`src/rtl/psk_carrier_mod_if.sv`:
```
// Symbol handshake between the bit/symbol source and the carrier modulator.
//   sym       : 2-bit symbol (BPSK uses sym[0] only)
//   sym_valid : source presents a symbol this cycle
//   sym_ready : modulator accepts the symbol this cycle
// master = symbol source, slave = modulator.
interface psk_carrier_mod_if;
  logic [1:0] sym;
  logic       sym_valid;
  logic       sym_ready;

  modport master (output sym, output sym_valid, input sym_ready);
  modport slave  (input sym, input sym_valid, output sym_ready);
endinterface

```
`src/rtl/psk_carrier_mod.sv`:
```
// BPSK/QPSK carrier modulator. Takes symbols over a valid/ready handshake and
// emits one signed I and one signed Q carrier sample per enabled clock. The
// carrier phase is chosen from the symbol and only changes at symbol
// boundaries. Back-to-back symbols are seamless; a missing follow-up symbol
// returns the block to IDLE with an underrun pulse.
// Ports:
//   clk       : sample clock, rising edge
//   reset     : asynchronous, active-low; clears all state and outputs
//   en        : sample enable; 0 freezes everything
//   s_sym     : symbol handshake (slave side)
//   i_out     : registered in-phase sample
//   q_out     : registered quadrature sample (0 in BPSK)
//   busy      : 1 while in RUN
//   sym_start : 1-cycle pulse with the first sample of each symbol
//   underrun  : 1-cycle pulse when a symbol ends with no successor
module psk_carrier_mod #(
  parameter int OUT_W       = 8,
  parameter int N           = 52,
  parameter int AMPL        = 78,
  parameter int CYC_PER_SYM = 1,
  parameter int QPSK        = 0
) (
  input  logic                    clk,
  input  logic                    reset,
  input  logic                    en,
  psk_carrier_mod_if.slave        s_sym,
  output logic signed [OUT_W-1:0] i_out,
  output logic signed [OUT_W-1:0] q_out,
  output logic                    busy,
  output logic                    sym_start,
  output logic                    underrun
);
  localparam int IDX_W = $clog2(N);
  localparam int CYC_W = (CYC_PER_SYM > 1) ? $clog2(CYC_PER_SYM) : 1;
  localparam int SUM_W = IDX_W + 2;

  typedef enum logic {IDLE, RUN} state_t;

  // Round-half-away-from-zero of AMPL*cos(2*pi*k/N), evaluated at elaboration.
  function automatic logic signed [OUT_W-1:0] round_cos(input int k);
    real v;
    v = real'(AMPL) * $cos(2.0 * 3.14159265358979323846 * real'(k) / real'(N));
    if (v >= 0.0) return OUT_W'($rtoi(v + 0.5));
    else          return OUT_W'(-$rtoi(0.5 - v));
  endfunction

  // Phase offset in LUT steps; QPSK uses Gray mapping.
  function automatic logic [IDX_W-1:0] sym_off(input logic [1:0] s);
    if (QPSK == 0) return s[0] ? '0 : IDX_W'(N / 2);
    case (s)
      2'b00:   return '0;
      2'b01:   return IDX_W'(N / 4);
      2'b11:   return IDX_W'(N / 2);
      default: return IDX_W'(3 * N / 4);
    endcase
  endfunction

  // Operands are always < 2N, so a single conditional subtract wraps them.
  function automatic logic [IDX_W-1:0] wrap_idx(input logic [SUM_W-1:0] s);
    if (s >= SUM_W'(N)) return IDX_W'(s - SUM_W'(N));
    return IDX_W'(s);
  endfunction

  logic signed [OUT_W-1:0] w_lut [N];
  for (genvar g = 0; g < N; g++) begin : g_lut
    localparam logic signed [OUT_W-1:0] LV = round_cos(g);
    assign w_lut[g] = LV;
  end

  state_t                  r_state, w_state_nxt;
  logic [IDX_W-1:0]        r_off;
  logic [IDX_W-1:0]        r_k;
  logic [CYC_W-1:0]        r_cyc;
  logic signed [OUT_W-1:0] r_i, r_q;
  logic                    r_sym_start, r_underrun;

  logic                    w_last, w_ready, w_load, w_step, w_stop;
  logic [IDX_W-1:0]        w_new_off, w_k_nxt, w_base_k, w_base_off;
  logic [IDX_W-1:0]        w_i_idx, w_q_idx;

  // r_k/r_cyc address the sample currently on the outputs.
  assign w_last = (r_state == RUN) && (r_k == IDX_W'(N - 1)) &&
                  (r_cyc == CYC_W'(CYC_PER_SYM - 1));

  always_ff @(posedge clk or negedge reset) begin
    if (!reset) r_state <= IDLE;
    else        r_state <= w_state_nxt;
  end

  always_comb begin
    w_state_nxt = r_state;
    w_ready     = 1'b0;
    w_load      = 1'b0;
    w_step      = 1'b0;
    w_stop      = 1'b0;
    if (en) begin
      case (r_state)
        IDLE: begin
          w_ready = 1'b1;
          if (s_sym.sym_valid) begin
            w_load      = 1'b1;
            w_state_nxt = RUN;
          end
        end
        RUN: begin
          if (w_last) begin
            w_ready = 1'b1;
            if (s_sym.sym_valid) begin
              w_load = 1'b1;
            end else begin
              w_stop      = 1'b1;
              w_state_nxt = IDLE;
            end
          end else begin
            w_step = 1'b1;
          end
        end
        default: w_state_nxt = IDLE;
      endcase
    end
  end

  assign s_sym.sym_ready = w_ready;

  // A newly loaded symbol starts at k=0 with its own offset, so the first
  // sample is produced on the acceptance edge (one-cycle latency).
  assign w_new_off  = sym_off(s_sym.sym);
  assign w_k_nxt    = (r_k == IDX_W'(N - 1)) ? '0 : r_k + 1'b1;
  assign w_base_k   = w_load ? '0 : w_k_nxt;
  assign w_base_off = w_load ? w_new_off : r_off;
  assign w_i_idx    = wrap_idx(SUM_W'(w_base_k) + SUM_W'(w_base_off));
  assign w_q_idx    = wrap_idx(SUM_W'(w_base_k) + SUM_W'(w_base_off) + SUM_W'(N / 4));

  always_ff @(posedge clk or negedge reset) begin
    if (!reset) begin
      r_off       <= '0;
      r_k         <= '0;
      r_cyc       <= '0;
      r_i         <= '0;
      r_q         <= '0;
      r_sym_start <= 1'b0;
      r_underrun  <= 1'b0;
    end else begin
      r_sym_start <= 1'b0;
      r_underrun  <= 1'b0;
      if (w_load) begin
        r_off       <= w_new_off;
        r_k         <= '0;
        r_cyc       <= '0;
        r_i         <= w_lut[w_i_idx];
        r_q         <= (QPSK != 0) ? w_lut[w_q_idx] : '0;
        r_sym_start <= 1'b1;
      end else if (w_step) begin
        r_k <= w_k_nxt;
        if (r_k == IDX_W'(N - 1)) r_cyc <= r_cyc + 1'b1;
        r_i <= w_lut[w_i_idx];
        r_q <= (QPSK != 0) ? w_lut[w_q_idx] : '0;
      end else if (w_stop) begin
        r_k        <= '0;
        r_cyc      <= '0;
        r_i        <= '0;
        r_q        <= '0;
        r_underrun <= 1'b1;
      end
    end
  end

  assign i_out     = r_i;
  assign q_out     = r_q;
  assign busy      = (r_state == RUN);
  // Pulses are masked while the sample clock is disabled.
  assign sym_start = r_sym_start & en;
  assign underrun  = r_underrun & en;
endmodule

```
`src/flat_wrapper.sv`:
```
// flat-port wrapper written by rule: the top's interface ports become plain ports
module psk_carrier_mod_flat 
#(
  parameter int OUT_W       = 8,
  parameter int N           = 52,
  parameter int AMPL        = 78,
  parameter int CYC_PER_SYM = 1,
  parameter int QPSK        = 0
)
  (clk, reset, en, i_out, q_out, busy, sym_start, underrun, s_sym_sym, s_sym_sym_valid, s_sym_sym_ready);
  psk_carrier_mod_if s_sym_i ();
  input  logic clk;
  input  logic reset;
  input  logic en;
  output logic signed [OUT_W-1:0] i_out;
  output logic signed [OUT_W-1:0] q_out;
  output logic busy;
  output logic sym_start;
  output logic underrun;
  input wire logic [$bits(s_sym_i.sym)-1:0] s_sym_sym;
  input wire logic [$bits(s_sym_i.sym_valid)-1:0] s_sym_sym_valid;
  output wire logic [$bits(s_sym_i.sym_ready)-1:0] s_sym_sym_ready;
  assign s_sym_i.sym = s_sym_sym;
  assign s_sym_i.sym_valid = s_sym_sym_valid;
  assign s_sym_sym_ready = s_sym_i.sym_ready;
  psk_carrier_mod #(.OUT_W(OUT_W), .N(N), .AMPL(AMPL), .CYC_PER_SYM(CYC_PER_SYM), .QPSK(QPSK)) u_core (.clk(clk), .reset(reset), .en(en), .s_sym(s_sym_i), .i_out(i_out), .q_out(q_out), .busy(busy), .sym_start(sym_start), .underrun(underrun));
endmodule
```
`config.mk`:
```
export PLATFORM = sky130hd
export DESIGN_NAME = psk_carrier_mod_flat
export DESIGN_NICKNAME = d
export VERILOG_FILES = /design/src/rtl/psk_carrier_mod_if.sv /design/src/rtl/psk_carrier_mod.sv /design/src/flat_wrapper.sv
export SDC_FILE = /design/constraint.sdc
export NUM_CORES = 1
export LEC_CHECK = 0
export BUFFER_PORTS_ARGS = -buffer_cell sky130_fd_sc_hd__buf_2
export CAP_MARGIN = 30
export CORE_MARGIN = 2
export CORE_UTILIZATION = 55
export CTS_BUF_LIST = sky130_fd_sc_hd__clkbuf_8
export CTS_CLUSTER_SIZE = 40
export DETAILED_ROUTE_END_ITERATION = 10
export PLACE_DENSITY_LB_ADDON = 0.3
export SLEW_MARGIN = 20
export SYNTH_ARGS = -nofsm -noshare
export SYNTH_HDL_FRONTEND = slang
export SYNTH_SLANG_ARGS = --single-unit
export TNS_END_PERCENT = 30
```
`constraint.sdc`:
```
create_clock -name clk -period 4.28 [get_ports clk]
set_input_delay 0.428 -clock clk [delete_from_list [all_inputs] [get_ports clk]]
set_output_delay 0.428 -clock clk [all_outputs]
set_load 0.02 [all_outputs]
```
==> results.md <==
- Seq/Total Area, Yosys: 24.8%
- Site Rows: 24
- Drt initial violations: 164
- Max clock buf depth: 2
- Placed cells: 384
- Vias in the first global route: 2202
- Crit path DAT: 4.50 ns
- Crit path launch: u_core.r_k[0]$_DFFE_PN0P_
- Die extent in x: 70.3 µm
- Buf/Inv on CP: 3
- Pins Over Slew Limit: 0
- Antenna violations before repair: 0
- ANT cells: 0
- Die Ht: 70.3 µm
- Count of input and output buffers: 16
- Worst Tran Pin Value: 0.592 ns
- CP peak stage delay: 0.39 ns
- Post-layout util: 76.0%
- Fillers: 290
- Hold WC Path Type: in -> async
- CP Data Required Time: 4.44 ns
- Layout area overhead: 34.9%
- Failing checks: setup timing
- Clock Sinks: 24
- Final hold vios: 0
- Total Wirelength: 7240 µm
- Layout net count: 371
- Num CTS Buffers: 3
- Fmax: 230 MHz
- Die area: 0.00495 mm²
- Delay-heaviest family, CP: compound AO/OA/AOI/OAI gates
- Core box area: 0.00429 mm²
- Async SR Flop Fraction: 100%
- Run status: finished with violations
- Largest net degree at the start of global routing: 25
- Minimum clock period: 4.34 ns
- Critical-path cell list: ha_2 -> nand4_1 -> o21ai_2 -> nand3_4 -> a21oi_2 -> inv_1 -> ha_1 -> a21o_1 -> a21oi_4 -> xnor2_2 -> inv_2 -> ha_4 -> nand2_4 -> o2bb2ai_4 -> mux2i_4 -> buf_6 -> o211ai_4 -> nand3_4 -> a21oi_4 -> a2111oi_0 -> or3_1 -> a22o_1
- CTS Root Cell: clkbuf_8
- Critical Setup Path Class: reg -> reg
- Starting Density: 56.4%
- CP Depth: 22
- 1st-pass router iterations: 6
- R2R depth: 22
- Post-Synthesis Cells: 278
- Synth unique cells: 73
- Relative slew slack: 60.3%
- Post-DP HPWL: 4750 µm
- Routed vias: 2574
- Cell Area, Synth: 0.00242 mm²
- Critical path launch point type: flop
- Later-pin clock latency in the skew report: 0.28 ns
- Syn avg cell area: 8.70 µm²
- R2r startpoint: u_core.r_k[0]$_DFFE_PN0P_
- Primary FF master, synth: dfrtp_1
- TritonCTS clock tree: yes
- Wirelength per Cell: 18.2 µm
- Number of routed nets with antenna violations: 0
- EDFF count, synth: 0
- First-pass GRT wire length: 10400 µm
- Yosys reg bits: 24
- # DRC: 0
- Ys Warns: 0
- Area taken by flip-flops and latches: 601 µm²
- Overflow after GRT: 0
- CTS clk-pin slew, worst paths: 0.10 ns
- Max cap viols: 0
- Overall Global Routing Usage: 25.7%
- Gp weighted congestion: 0.944
- TNS Setup: -0.0767 ns
- RSZ-0062 raised after global routing: true
- Finished Layout Cells: 399
- Setup ws final: -0.0589 ns
- Fraction of layout cells with a size suffix above 1: 39.2%
- Multi-input gate area: 0.00193 mm²
- Period utilization: 101%
- Slowest-stage cell, CP: or3_1
- Crit end category: flop
- I/O pin count: 26
- Clk_skew: 0.0108 ns
- H-tree Lvls: 1
- Final setup fails: 2
- Drt via density: 6.45
- Crit-path max FO: 7
[repair_timing]
| item | CTS | global route |
|---|---|---|
| gates cloned | 0 | 1 |
| pin swaps | 4 | 24 |
| hold buffers | 0 | 0 |
| resized for setup | 6 | 37 |
| setup endpoints to repair | 7 | 8 |
| setup buffers | 1 | 9 |
[metrics by stage]
step	setup WS [ns]	area [µm²]	hold WS, ns
3_3_place_gp	-0.0878	2890	0.427
3_5_place_dp	-0.155	2890	0.443
5_1_grt	-0.254	3260	0.160
4_1_cts	0.0127	2990	0.137
2_1_floorplan	-0.0169	2500	0.132
6_report	-0.0589	3260	0.122
[worst paths after layout]
kind	end	slack (ns)
setup / recovery	u_core.i_out[1]$_DFFE_PN0P_	-0.06
setup reg to reg	u_core.i_out[1]$_DFFE_PN0P_	-0.06
hold / removal	u_core.r_off[1]$_DFF_PN0_	0.12
min in group clk	u_core.busy$_DFFE_PN0P_	0.48
hold reg to reg	u_core.i_out[6]$_DFFE_PN0P_	0.50
max in group asynchronous	u_core.i_out[7]$_DFFE_PN0P_	3.78
[area by class of cell]
cell class	count	area share [%]
inverters	16	1.99
clock inverters	1	0.920
flip-flops and latches	24	18.4
repair buffers	74	16.4
clock buffers	3	1.26
multi-input cells	229	59.1
well taps	52	1.99
[placed cells by master (no fill, tap or decap), types with 5 or more instances in the layout]
cell	netlist	final
nand3_1	9	8
and2_1	6	6
buf_4	10	53
dfrtp_1	24	24
o211ai_1	7	7
o21ai_1	3	5
ha_1	16	10
inv_1	14	13
nand2_1	18	16
nor2_1	17	16
o31ai_1	6	6
buf_6	2	5
a21o_1	5	5
o21ai_0	14	11
a21oi_4	2	5
conb_1	1	8
a21oi_1	21	19
buf_2	2	16
xnor2_1	6	5
[synth_stat cells, types with 2 or more instances]
| master | instances | area share [%] |
|---|---|---|
| a21oi_2 | 3 | 1.1 |
| o311ai_0 | 2 | 0.72 |
| nor3_1 | 5 | 1.0 |
| a211oi_1 | 6 | 1.9 |
| buf_4 | 10 | 3.1 |
| ha_1 | 16 | 8.3 |
| xnor2_1 | 6 | 2.2 |
| and2_1 | 6 | 1.6 |
| or3_1 | 2 | 0.52 |
| nand2b_1 | 3 | 0.78 |
| mux2i_1 | 4 | 1.7 |
| buf_6 | 2 | 0.93 |
| clkbuf_1 | 3 | 0.47 |
| nor2_1 | 17 | 2.6 |
| nor2b_1 | 3 | 0.78 |
| a311oi_1 | 3 | 1.1 |
| o31ai_1 | 6 | 1.9 |
| buf_2 | 2 | 0.41 |
| dfrtp_1 | 24 | 25 |
| a22o_1 | 2 | 0.72 |
| o21ai_1 | 3 | 0.62 |
| mux2_2 | 3 | 1.4 |
| nand3_1 | 9 | 1.9 |
| nor4_1 | 4 | 1.0 |
| and3_1 | 2 | 0.52 |
| a31oi_1 | 2 | 0.52 |
| a22oi_1 | 2 | 0.62 |
| a21o_1 | 5 | 1.6 |
| a21oi_1 | 21 | 4.3 |
| a32o_1 | 2 | 0.83 |
| nor2_2 | 2 | 0.52 |
| a21boi_0 | 2 | 0.62 |
| a21oi_4 | 2 | 1.3 |
| xor2_1 | 2 | 0.72 |
| o31a_1 | 2 | 0.72 |
| nand4_1 | 3 | 0.78 |
| nand2_1 | 18 | 2.8 |
| o21ai_0 | 14 | 2.9 |
| inv_1 | 14 | 2.2 |
| o211ai_1 | 7 | 2.2 |
| a32oi_1 | 2 | 0.72 |
[logic make-up (layout without fill, tap and decap cells)]
logic type	after synthesis	after routing	synth area share [%]
flip-flops	24	24	24.8
AND/OR/NAND/NOR	82	83	17.7
AO/OA/AOI/OAI	102	102	31.0
other	1	8	0.155
XOR/XNOR	10	10	5.17
adder cells (fa/ha/maj)	17	17	9.10
multiplexers	9	9	4.45
buffers and inverters	33	94	7.60
[routing by layer]
| layer | GRT usage [%] | wire [µm] | up-vias |
|---|---|---|---|
| met5 | 0 | 0 | - |
| met4 | 4.91 | 173 | 0 |
| met3 | 4.18 | 442 | 30 |
| met2 | 43.0 | 3700 | 129 |
| met1 | 35.3 | 2920 | 1242 |
| li1 | - | - | 1173 |
[flip-flops by register name (all words and copies together) (netlist names)]
register and cells:
u_core.busy 1, u_core.i_out 8, u_core.r_sym_start 1, u_core.r_underrun 1, u_core.r_cyc 1, u_core.r_k 6
u_core.r_off 6
Power is left out: the tool's default activity adds up to more than one toggle a clock period on the data nets, which glitch-free logic cannot reach.
